===== src/rtl/krnl_msm_381_pkg.sv =====
// Types and constants shared across the MSM-381 kernel, including the
// accumulator write-back arbitration path.
package krnl_msm_381_pkg;

    typedef enum logic [1:0] {
        IDLE  = 2'd0,
        ARB   = 2'd1,
        XFER  = 2'd2,
        DRAIN = 2'd3
    } state_t;

    localparam int C_BEAT_CNT_W = 32;

    // Index width for an N-entry vector; a single entry still needs one bit.
    function automatic int idx_width(input int n);
        return (n > 1) ? $clog2(n) : 1;
    endfunction

endpackage


===== src/rtl/rr_priority_pick.sv =====
// Combinational rotated find-first-set: returns the first request at or
// above ptr, wrapping to the lowest request index when none is found.
module rr_priority_pick
    import krnl_msm_381_pkg::*;
#(
    parameter int P_N     = 2,
    parameter int P_PTR_W = idx_width(P_N)
) (
    input  logic [P_N-1:0]     req,
    input  logic [P_PTR_W-1:0] ptr,
    output logic [P_N-1:0]     grant,
    output logic               valid
);

    logic [P_N-1:0] upper_mask;
    logic [P_N-1:0] upper_req;
    logic [P_N-1:0] pick_src;

    // Prefer requests at or above ptr, isolate the lowest set bit of the chosen set.
    always_comb begin
        upper_mask = {P_N{1'b0}};
        for (int i = 0; i < P_N; i++) begin
            upper_mask[i] = (P_PTR_W'(i) >= ptr);
        end
        upper_req = req & upper_mask;
        if (upper_req != {P_N{1'b0}}) begin
            pick_src = upper_req;
        end else begin
            pick_src = req;
        end
        grant = pick_src & (~pick_src + P_N'(1'b1));
        valid = (req != {P_N{1'b0}});
    end

endmodule


===== src/rtl/bucket_frame_arbiter.sv =====
// Frame-granular round-robin arbiter that merges the accumulator bucket
// streams onto the single host write engine for one write-back job.
module bucket_frame_arbiter
    import krnl_msm_381_pkg::*;
#(
    parameter int P_NUM_ACCU   = 2,
    parameter int P_DATA_PNT_W = 384,
    parameter int P_CNT_W      = C_BEAT_CNT_W
) (
    input  logic                    clk,
    input  logic                    rst,
    input  logic                    ctrl_start_i,
    input  logic [P_NUM_ACCU-1:0]   ctrl_mask_i,
    input  logic [P_DATA_PNT_W-1:0] s_data_i [P_NUM_ACCU],
    input  logic [P_NUM_ACCU-1:0]   s_valid_i,
    input  logic [P_NUM_ACCU-1:0]   s_last_i,
    output logic [P_NUM_ACCU-1:0]   s_ready_o,
    output logic [P_DATA_PNT_W-1:0] m_data_o,
    output logic                    m_valid_o,
    output logic                    m_last_o,
    input  logic                    m_ready_i,
    output logic                    start_host_wr_o,
    output logic                    done_o,
    output logic                    busy_o,
    output logic [P_CNT_W-1:0]      beat_cnt_o
);

    localparam int               PTR_W    = idx_width(P_NUM_ACCU);
    localparam logic [PTR_W-1:0] LAST_IDX = PTR_W'(P_NUM_ACCU - 1);

    state_t                  state;
    logic [P_NUM_ACCU-1:0]   pending;
    logic [P_NUM_ACCU-1:0]   grant;
    logic [PTR_W-1:0]        rr_ptr;

    logic [P_NUM_ACCU-1:0]   cand;
    logic [P_NUM_ACCU-1:0]   pick_grant;
    logic                    pick_valid;
    logic [P_NUM_ACCU-1:0]   pending_clr;
    logic [PTR_W-1:0]        grant_idx;
    logic [PTR_W-1:0]        next_ptr;
    logic [P_DATA_PNT_W-1:0] sel_data;
    logic                    out_free;
    logic                    accept;
    logic                    last_accept;
    logic                    start_accept;

    rr_priority_pick #(
        .P_N     (P_NUM_ACCU),
        .P_PTR_W (PTR_W)
    ) u_pick (
        .req   (cand),
        .ptr   (rr_ptr),
        .grant (pick_grant),
        .valid (pick_valid)
    );

    // Source handshake, granted-beat mux and the frame-end bookkeeping terms.
    always_comb begin
        cand         = s_valid_i & pending;
        out_free     = ~m_valid_o | m_ready_i;
        start_accept = (state == IDLE) && ctrl_start_i;
        if ((state == XFER) && out_free) begin
            s_ready_o = grant;
        end else begin
            s_ready_o = {P_NUM_ACCU{1'b0}};
        end
        accept      = |(s_ready_o & s_valid_i);
        last_accept = accept && |(grant & s_last_i);
        pending_clr = pending & ~grant;
        sel_data    = {P_DATA_PNT_W{1'b0}};
        grant_idx   = {PTR_W{1'b0}};
        for (int i = 0; i < P_NUM_ACCU; i++) begin
            if (grant[i]) begin
                sel_data  = sel_data | s_data_i[i];
                grant_idx = grant_idx | PTR_W'(i);
            end else begin
                sel_data  = sel_data;
                grant_idx = grant_idx;
            end
        end
        if (grant_idx == LAST_IDX) begin
            next_ptr = {PTR_W{1'b0}};
        end else begin
            next_ptr = grant_idx + PTR_W'(1'b1);
        end
    end

    // Job sequencing: accept, arbitrate, hold grant for a frame, drain, report.
    always_ff @(posedge clk or posedge rst) begin
        if (rst) begin
            state           <= IDLE;
            pending         <= {P_NUM_ACCU{1'b0}};
            grant           <= {P_NUM_ACCU{1'b0}};
            rr_ptr          <= {PTR_W{1'b0}};
            start_host_wr_o <= 1'b0;
            done_o          <= 1'b0;
            busy_o          <= 1'b0;
        end else begin
            start_host_wr_o <= 1'b0;
            done_o          <= 1'b0;
            if (done_o) begin
                busy_o <= 1'b0;
            end
            case (state)
                IDLE: begin
                    if (ctrl_start_i) begin
                        pending         <= ctrl_mask_i;
                        rr_ptr          <= {PTR_W{1'b0}};
                        start_host_wr_o <= 1'b1;
                        busy_o          <= 1'b1;
                        state           <= (ctrl_mask_i == {P_NUM_ACCU{1'b0}}) ? DRAIN : ARB;
                    end
                end
                ARB: begin
                    if (pick_valid) begin
                        grant <= pick_grant;
                        state <= XFER;
                    end
                end
                XFER: begin
                    if (last_accept) begin
                        pending <= pending_clr;
                        rr_ptr  <= next_ptr;
                        state   <= (pending_clr != {P_NUM_ACCU{1'b0}}) ? ARB : DRAIN;
                    end
                end
                DRAIN: begin
                    if (out_free) begin
                        done_o <= 1'b1;
                        state  <= IDLE;
                    end
                end
                default: begin
                    state <= IDLE;
                end
            endcase
        end
    end

    // Single output stage; m_last marks the frame end that empties pending.
    always_ff @(posedge clk or posedge rst) begin
        if (rst) begin
            m_data_o  <= {P_DATA_PNT_W{1'b0}};
            m_valid_o <= 1'b0;
            m_last_o  <= 1'b0;
        end else if (accept) begin
            m_data_o  <= sel_data;
            m_valid_o <= 1'b1;
            m_last_o  <= last_accept && (pending_clr == {P_NUM_ACCU{1'b0}});
        end else if (m_ready_i) begin
            m_valid_o <= 1'b0;
            m_last_o  <= 1'b0;
        end
    end

    // Beats emitted on the write-engine side; cleared only by a new job.
    always_ff @(posedge clk or posedge rst) begin
        if (rst) begin
            beat_cnt_o <= {P_CNT_W{1'b0}};
        end else if (start_accept) begin
            beat_cnt_o <= {P_CNT_W{1'b0}};
        end else if (m_valid_o && m_ready_i) begin
            beat_cnt_o <= beat_cnt_o + P_CNT_W'(1'b1);
        end
    end

endmodule


===== config.mk =====
export PLATFORM = sky130hd
export DESIGN_NAME = bucket_frame_arbiter
export DESIGN_NICKNAME = d
export VERILOG_FILES = /design/src/rtl/krnl_msm_381_pkg.sv /design/src/rtl/rr_priority_pick.sv /design/src/rtl/bucket_frame_arbiter.sv
export SDC_FILE = /design/constraint.sdc
export NUM_CORES = 1
export LEC_CHECK = 0
export CELL_PAD_IN_SITES_DETAIL_PLACEMENT = 1
export CELL_PAD_IN_SITES_GLOBAL_PLACEMENT = 2
export CORE_AREA = 2 2 470 472
export CTS_CLUSTER_DIAMETER = 200
export CTS_CLUSTER_SIZE = 16
export DETAILED_ROUTE_END_ITERATION = 10
export DIE_AREA = 0 0 472 474
export PLACE_DENSITY = 0.41
export SLEW_MARGIN = 0
export SYNTH_ARGS = -nofsm -noshare
export SYNTH_HDL_FRONTEND = slang
export SYNTH_HIERARCHICAL = 1
export SYNTH_SLANG_ARGS = --single-unit

===== constraint.sdc =====
create_clock -name clk -period 41.1 [get_ports clk]
set_input_delay 10.275 -clock clk [delete_from_list [all_inputs] [get_ports clk]]
set_output_delay 10.275 -clock clk [all_outputs]
set_load 0.01 [all_outputs]

### Word-level counts from Yosys, hierarchy flattened

Cells that the tools add are included.
Widths: inputs -> output; s select.

* reductions and logical operators: 19
* bitwise logic cells: 11
* multiplexer cells: 31
* order comparisons: 2
* add/sub/neg operators: 3
* eq/ne operators: 7

Operator list (count)
* $mux 384: 2
* $or 384x384->384: 1
* $mux 32: 2
* $add 32x1->32 const B: 1
* $mux 2: 10
* $mux 1: 14
* $and 2x2->2: 6
* $reduce_bool 2->1: 6
* $ne 2x2->1 const B: 4
* $pmux 2 s4: 1
* $logic_not 2->1: 3
* $logic_and 1x1->1: 5
* $eq 2x2->1 const B: 2
* $not 2->2: 2
* $pmux 2 s2: 1
* $reduce_and 4->1: 1
* $reduce_or 2->1: 2
* $reduce_and 3->1: 1
* $add 2x1->2 const B: 1
* $eq 2x1->1 const B: 1
* $ge 1x1->1 const A: 2
* $pmux 1 s2: 1
* $reduce_and 2->1: 1
* $add 1x1->1 const B: 1
* 2 further kinds: 2

* output and inout bits: 423
* bits of input ports: 778
* register bits: 428

### Longest topological paths before layout

* depth in word-level cells: 9
* gate-level depth with buffers: 8
* depth with buffers taken out: 5

### Hierarchy

The synthesis kept the hierarchy.

By module, submodules not included
* bucket_frame_arbiter: instances 1, cells each 1946, area an instance 18794.3 sq um
* rr_priority_pick: instances 1, cells each 4, area an instance 25.0 sq um

### Worst setup path after synthesis

Ideal clock, no wire load.

* kind: input -> output
* start: in m_ready_i
* end: out s_ready_o[0]
* buffers on the path: 1
* stages on the path: 4
* arrival: 10.857 ns
* setup slack: 19.969 ns
* cells stage by stage: and2b_1 clkbuf_1 nor2_1 and2_1

* word-level cells in the longest chain between the ends: 3

RTL lines
* start: declaration: RTL line bucket_frame_arbiter.sv:21 `input logic m_ready_i,`
* $or 1x1->1: RTL line bucket_frame_arbiter.sv:61 `out_free = ~m_valid_o | m_ready_i;`
* $logic_and 1x1->1: RTL line bucket_frame_arbiter.sv:63 `if ((state == XFER) && out_free) begin`
* $mux 2: RTL line bucket_frame_arbiter.sv:63
* end: declaration: RTL line bucket_frame_arbiter.sv:17 `output logic [P_NUM_ACCU-1:0] s_ready_o,`

No other way between the ends.

### Final worst setup path

* start: in m_ready_i
* end: out s_ready_o[1]

The elaborated chain is that of the path after synthesis.

==> impl.org <==
** Status
- Result of the run :: finished, final reports clean

** Setup path
- R2r endpoint :: m_data_o[257]
- Endpoint kind of the worst setup timing path :: primary output
- WP data arrival :: 12190 ps
- Startpoint-to-endpoint class of the critical path :: input pin to primary output
- Data on the critical path is required at its endpoint by 30830 ps.
- Of all nets on the critical path, the largest fanout is 7.
- Launch point of the critical path :: m_ready_i
- Worst reg2reg path startpoint :: grant[1]
- Crit start category :: input pin
- FF-to-FF path depth :: 7
- In this run the register-to-register setup slack is 36470 ps.

** Floorplanning
- From left edge to right edge, the die measures 472 µm.
- Number of standard-cell rows in the floorplan :: 172
- The die is 474 µm tall.
- Floorplan die area :: 223700 µm²
- Boundary Pins :: 1201
- Initial core utilization :: 8.607%
- CORE AREA :: 218700 µm²

** Yosys
- Number of flops mapped to enable cells by yosys :: 0
- Cell area after technology mapping :: 18820 µm²
- Summing the sequential cell areas from Yosys gives 56.91% of the chip area.
- The synthesized design spends more area on one cell type than any other, namely sky130_fd_sc_hd__dfrtp_1.
- Sorting the synthesized cells by area gives the leading types as sky130_fd_sc_hd__dfrtp_1 57%, sky130_fd_sc_hd__a221oi_1 18%, sky130_fd_sc_hd__nor2_1 16%, sky130_fd_sc_hd__clkbuf_1 2.9%, sky130_fd_sc_hd__buf_2 0.98%.
- Number of instances in the synthesized netlist :: 1950
- Number of flip-flops and latches in the synthesized netlist :: 428
- Cell with the most instances after synthesis :: sky130_fd_sc_hd__nor2_1
- Synth top cells by count :: 780 x sky130_fd_sc_hd__nor2_1, 428 x sky130_fd_sc_hd__dfrtp_1, 384 x sky130_fd_sc_hd__a221oi_1
- Top FF cell, synth :: sky130_fd_sc_hd__dfrtp_1
- In the synthesized netlist the async set-or-reset flop fraction comes to 100.0%.
- The synthesized design devotes to its leading area cell type 56.91% of total area.
- The Yosys step of the flow raised 6 warnings.
- In this run the mean area of a mapped cell was 9.651 µm².
- Count of distinct cell types in the synthesized netlist :: 43
- Post-Synthesis Net Count :: 2729

** Power and ir drop
- Internal portion of total power :: 1304 µW
- Power density normalized to cell area :: 63.93 nW/µm²
- The share of total power dissipated in sequential elements is 33.7%.
- Summed over all nets, the switching power comes to 923.9 µW.
- Total power draw :: 2228 µW
- Per report_power, the clock group accounts for 14.5% of the total.
- Switching part of the total :: 41.48%
- Max rail drop VDD :: 36.56 µV
- Static Leak :: 0.01288 µW
- Combinational logic burns 51.9% of the power.

** Global route
- Aggregate global routing overflow :: 0
- Pin count of the biggest net entering global routing :: 153
- Antenna violations before repair :: 107
- The via count of the first global-routing pass was 21610.
- Total routing usage reported by global routing :: 13.48%
- The first global-routing pass estimated 206700 µm of wire.

** Timing
- The clock period could shrink to 22460 ps.
- Setup violations remaining at the end of the flow were counted as 0.
- At the pin with the least slew margin, the transition time is 1095 ps.
- Between clock sinks in the finished design, the worst skew comes to 25.24 ps.
- In the finished design, the share of the clock period the worst path needs comes to 54.65%.
- Worst-case headroom to the max-slew limit :: 27.01%
- In the final timing run, aggregate negative setup slack is 0 ps.
- Max Slew Vio Count :: 0
- Based on the critical path, the design can be clocked at up to 44.52 MHz.
- Setup repair after global routing left no endpoint under its margin.
- Final hold vios :: 0

** Placed design
- Routability Congestion :: 0.7633
- Hpwl dp :: 125700 µm
- Cell Area, Placed :: 33970 µm²
- I/O Buffers :: 1200

** Finish
- In the final design database the tool counted 3807 nets.
- In the final layout, the share of cells above drive strength 1 is 2.410%.
- Post-synthesis to final-layout area growth :: 85.16%
- Summed area of non-filler cells in the final layout :: 34850 µm²

** Route
- Post-DRT Antenna Nets :: 0
- In the routed design, unresolved DRC markers number 0.
- Router iterations before antenna repair :: 5
- Final routed wirelength across all metal layers :: 158200 µm
- In the final routed layout, each cell accounts on average for 26.70 µm.
- Vias per cell :: 3.469
- Summing over every cut layer, the via total after detailed routing is 20560.
- For this block, the initial DRC count from the detailed router was 1007.

** Clocking
- Number of H-tree levels :: 1
- In this run, CTS created clock tree buffers numbering 30.
- Hold_buf cts :: 0
- Gates resized during post-CTS repair numbered 0.
- Clock tree buffer depth :: 3
- The number of setup buffers added after CTS is 0.
- Clock-pin slew was measured on the worst setup and hold paths at 90 ps.
- The clock net in this run drives a total of 428 sinks.
- Clock Tree Root :: sky130_fd_sc_hd__clkbuf_16
- TritonCTS clock tree :: done
- For the worst-skew pair, the clock arrives at the later sink with an insertion delay of 690 ps.

** Worst hold path
- Beginning of the worst hold path :: done_o
- Counting instances, the worst hold path has a depth of 1.
- Endpoint with the worst hold slack :: busy_o
- The min-delay analysis places its worst path in the category register to register.

** Flow run
- Reported max-cap violation count :: 0
[cells in the final DEF (no fill, tap or decap), types with 2 or more instances in the layout]
master and instances:
sky130_fd_sc_hd__diode_2 26, sky130_fd_sc_hd__buf_4 26, sky130_fd_sc_hd__a21boi_1 2, sky130_fd_sc_hd__clkdlybuf4s50_1 1200, sky130_fd_sc_hd__nand2b_1 5, sky130_fd_sc_hd__buf_12 4
sky130_fd_sc_hd__and2_1 5, sky130_fd_sc_hd__dfrtp_4 2, sky130_fd_sc_hd__and3_1 5, sky130_fd_sc_hd__xnor2_1 6, sky130_fd_sc_hd__nand4_1 4, sky130_fd_sc_hd__or3_1 8
sky130_fd_sc_hd__inv_1 9, sky130_fd_sc_hd__clkbuf_16 31, sky130_fd_sc_hd__mux2_2 3, sky130_fd_sc_hd__nor2_1 780, sky130_fd_sc_hd__nor4_1 2, sky130_fd_sc_hd__o21ai_0 12
sky130_fd_sc_hd__o31ai_1 16, sky130_fd_sc_hd__dfrtp_1 426, sky130_fd_sc_hd__a22o_1 2, sky130_fd_sc_hd__nand3_1 8, sky130_fd_sc_hd__nand2_1 22, sky130_fd_sc_hd__a22oi_1 2
sky130_fd_sc_hd__a21oi_1 24, sky130_fd_sc_hd__a221oi_1 384, sky130_fd_sc_hd__nor3_1 3, sky130_fd_sc_hd__or4_1 16
[per-layer routing]
| metal | vias up | GRT usage, % | part of all wire, % |
|---|---|---|---|
| met2 | 857 | 22.34 | 47 |
| met3 | 189 | 6.375 | 11 |
| met5 | - | 0 | 0.27 |
| met1 | 10230 | 15.96 | 41 |
| met4 | 64 | 2.224 | 1.9 |
| li1 | 9224 | - | - |
[worst max-delay path by stage]
stage | to | slack (ps) | depth (start not counted)
final | s_ready_o[1] | 18640 | 5
after global routing | s_ready_o[1] | 18520 | 5
after CTS | s_ready_o[1] | 18590 | 5
after detailed placement | s_ready_o[1] | 18580 | 5
after global placement | s_ready_o[1] | 18590 | 5
after floorplan | beat_cnt_o[0] | 18910 | 1
[worst max-delay path: stages]
cell,delay [ps]
sky130_fd_sc_hd__clkdlybuf4s50_1,610
sky130_fd_sc_hd__and2b_1,300
sky130_fd_sc_hd__nor2_1,270
sky130_fd_sc_hd__and2_1,190
sky130_fd_sc_hd__clkdlybuf4s50_1,550
[power by group through the flow]
stage | sequential, µW | clock [µW] | combinational, µW
after floorplan | 827 | 0 | 358
after global placement | 752 | 0 | 1190
after detailed placement | 761 | 0 | 1180
after CTS | 756 | 348 | 1190
after global routing | 781 | 355 | 1250
final | 750 | 322 | 1150
[sequential cells by signal, indices dropped and copies added, names as in the netlist]
| name | cells |
|---|---|
| beat_cnt_o | 32 |
| busy_o | 1 |
| done_o | 1 |
| grant | 2 |
| m_data_o | 384 |
| m_last_o | 1 |
| m_valid_o | 1 |
| pending | 2 |
| rr_ptr | 1 |
| start_host_wr_o | 1 |
| state | 2 |
[per-stage QoR]
step                      setup WS (ps)  hold WS (ps)  util, %  std cells
final                             18640         464.1    15.94       5926
after global routing              18520         506.6    15.91       5906
after floorplan                   18910         479.3        -       1950
after CTS                         18590         477.1    15.91       5900
after detailed placement          18580         454.0    15.54       5867
after global placement            18590         455.2    15.54       5867
[cells by family after synthesis]
kind of cell	synth area share (%)
buf+inv	4.215
simple gates	18.41
flops	56.91
xor+xnor	0.3258
mux	0.2327
compound gates	19.84
fa+ha+maj	0.06647
[final cells by class]
type | count | area (µm²)
fill | 25480 | 183800
timing repair buffer | 1230 | 12290
sequential | 428 | 10720
multi-input combinational | 1327 | 7326
tap | 2871 | 3592
clock buffer | 32 | 779.5
antenna | 26 | 65.06
inverter | 11 | 48.80
clock inverter | 1 | 30.03
Note: power is estimated with default switching activity, not from simulation.
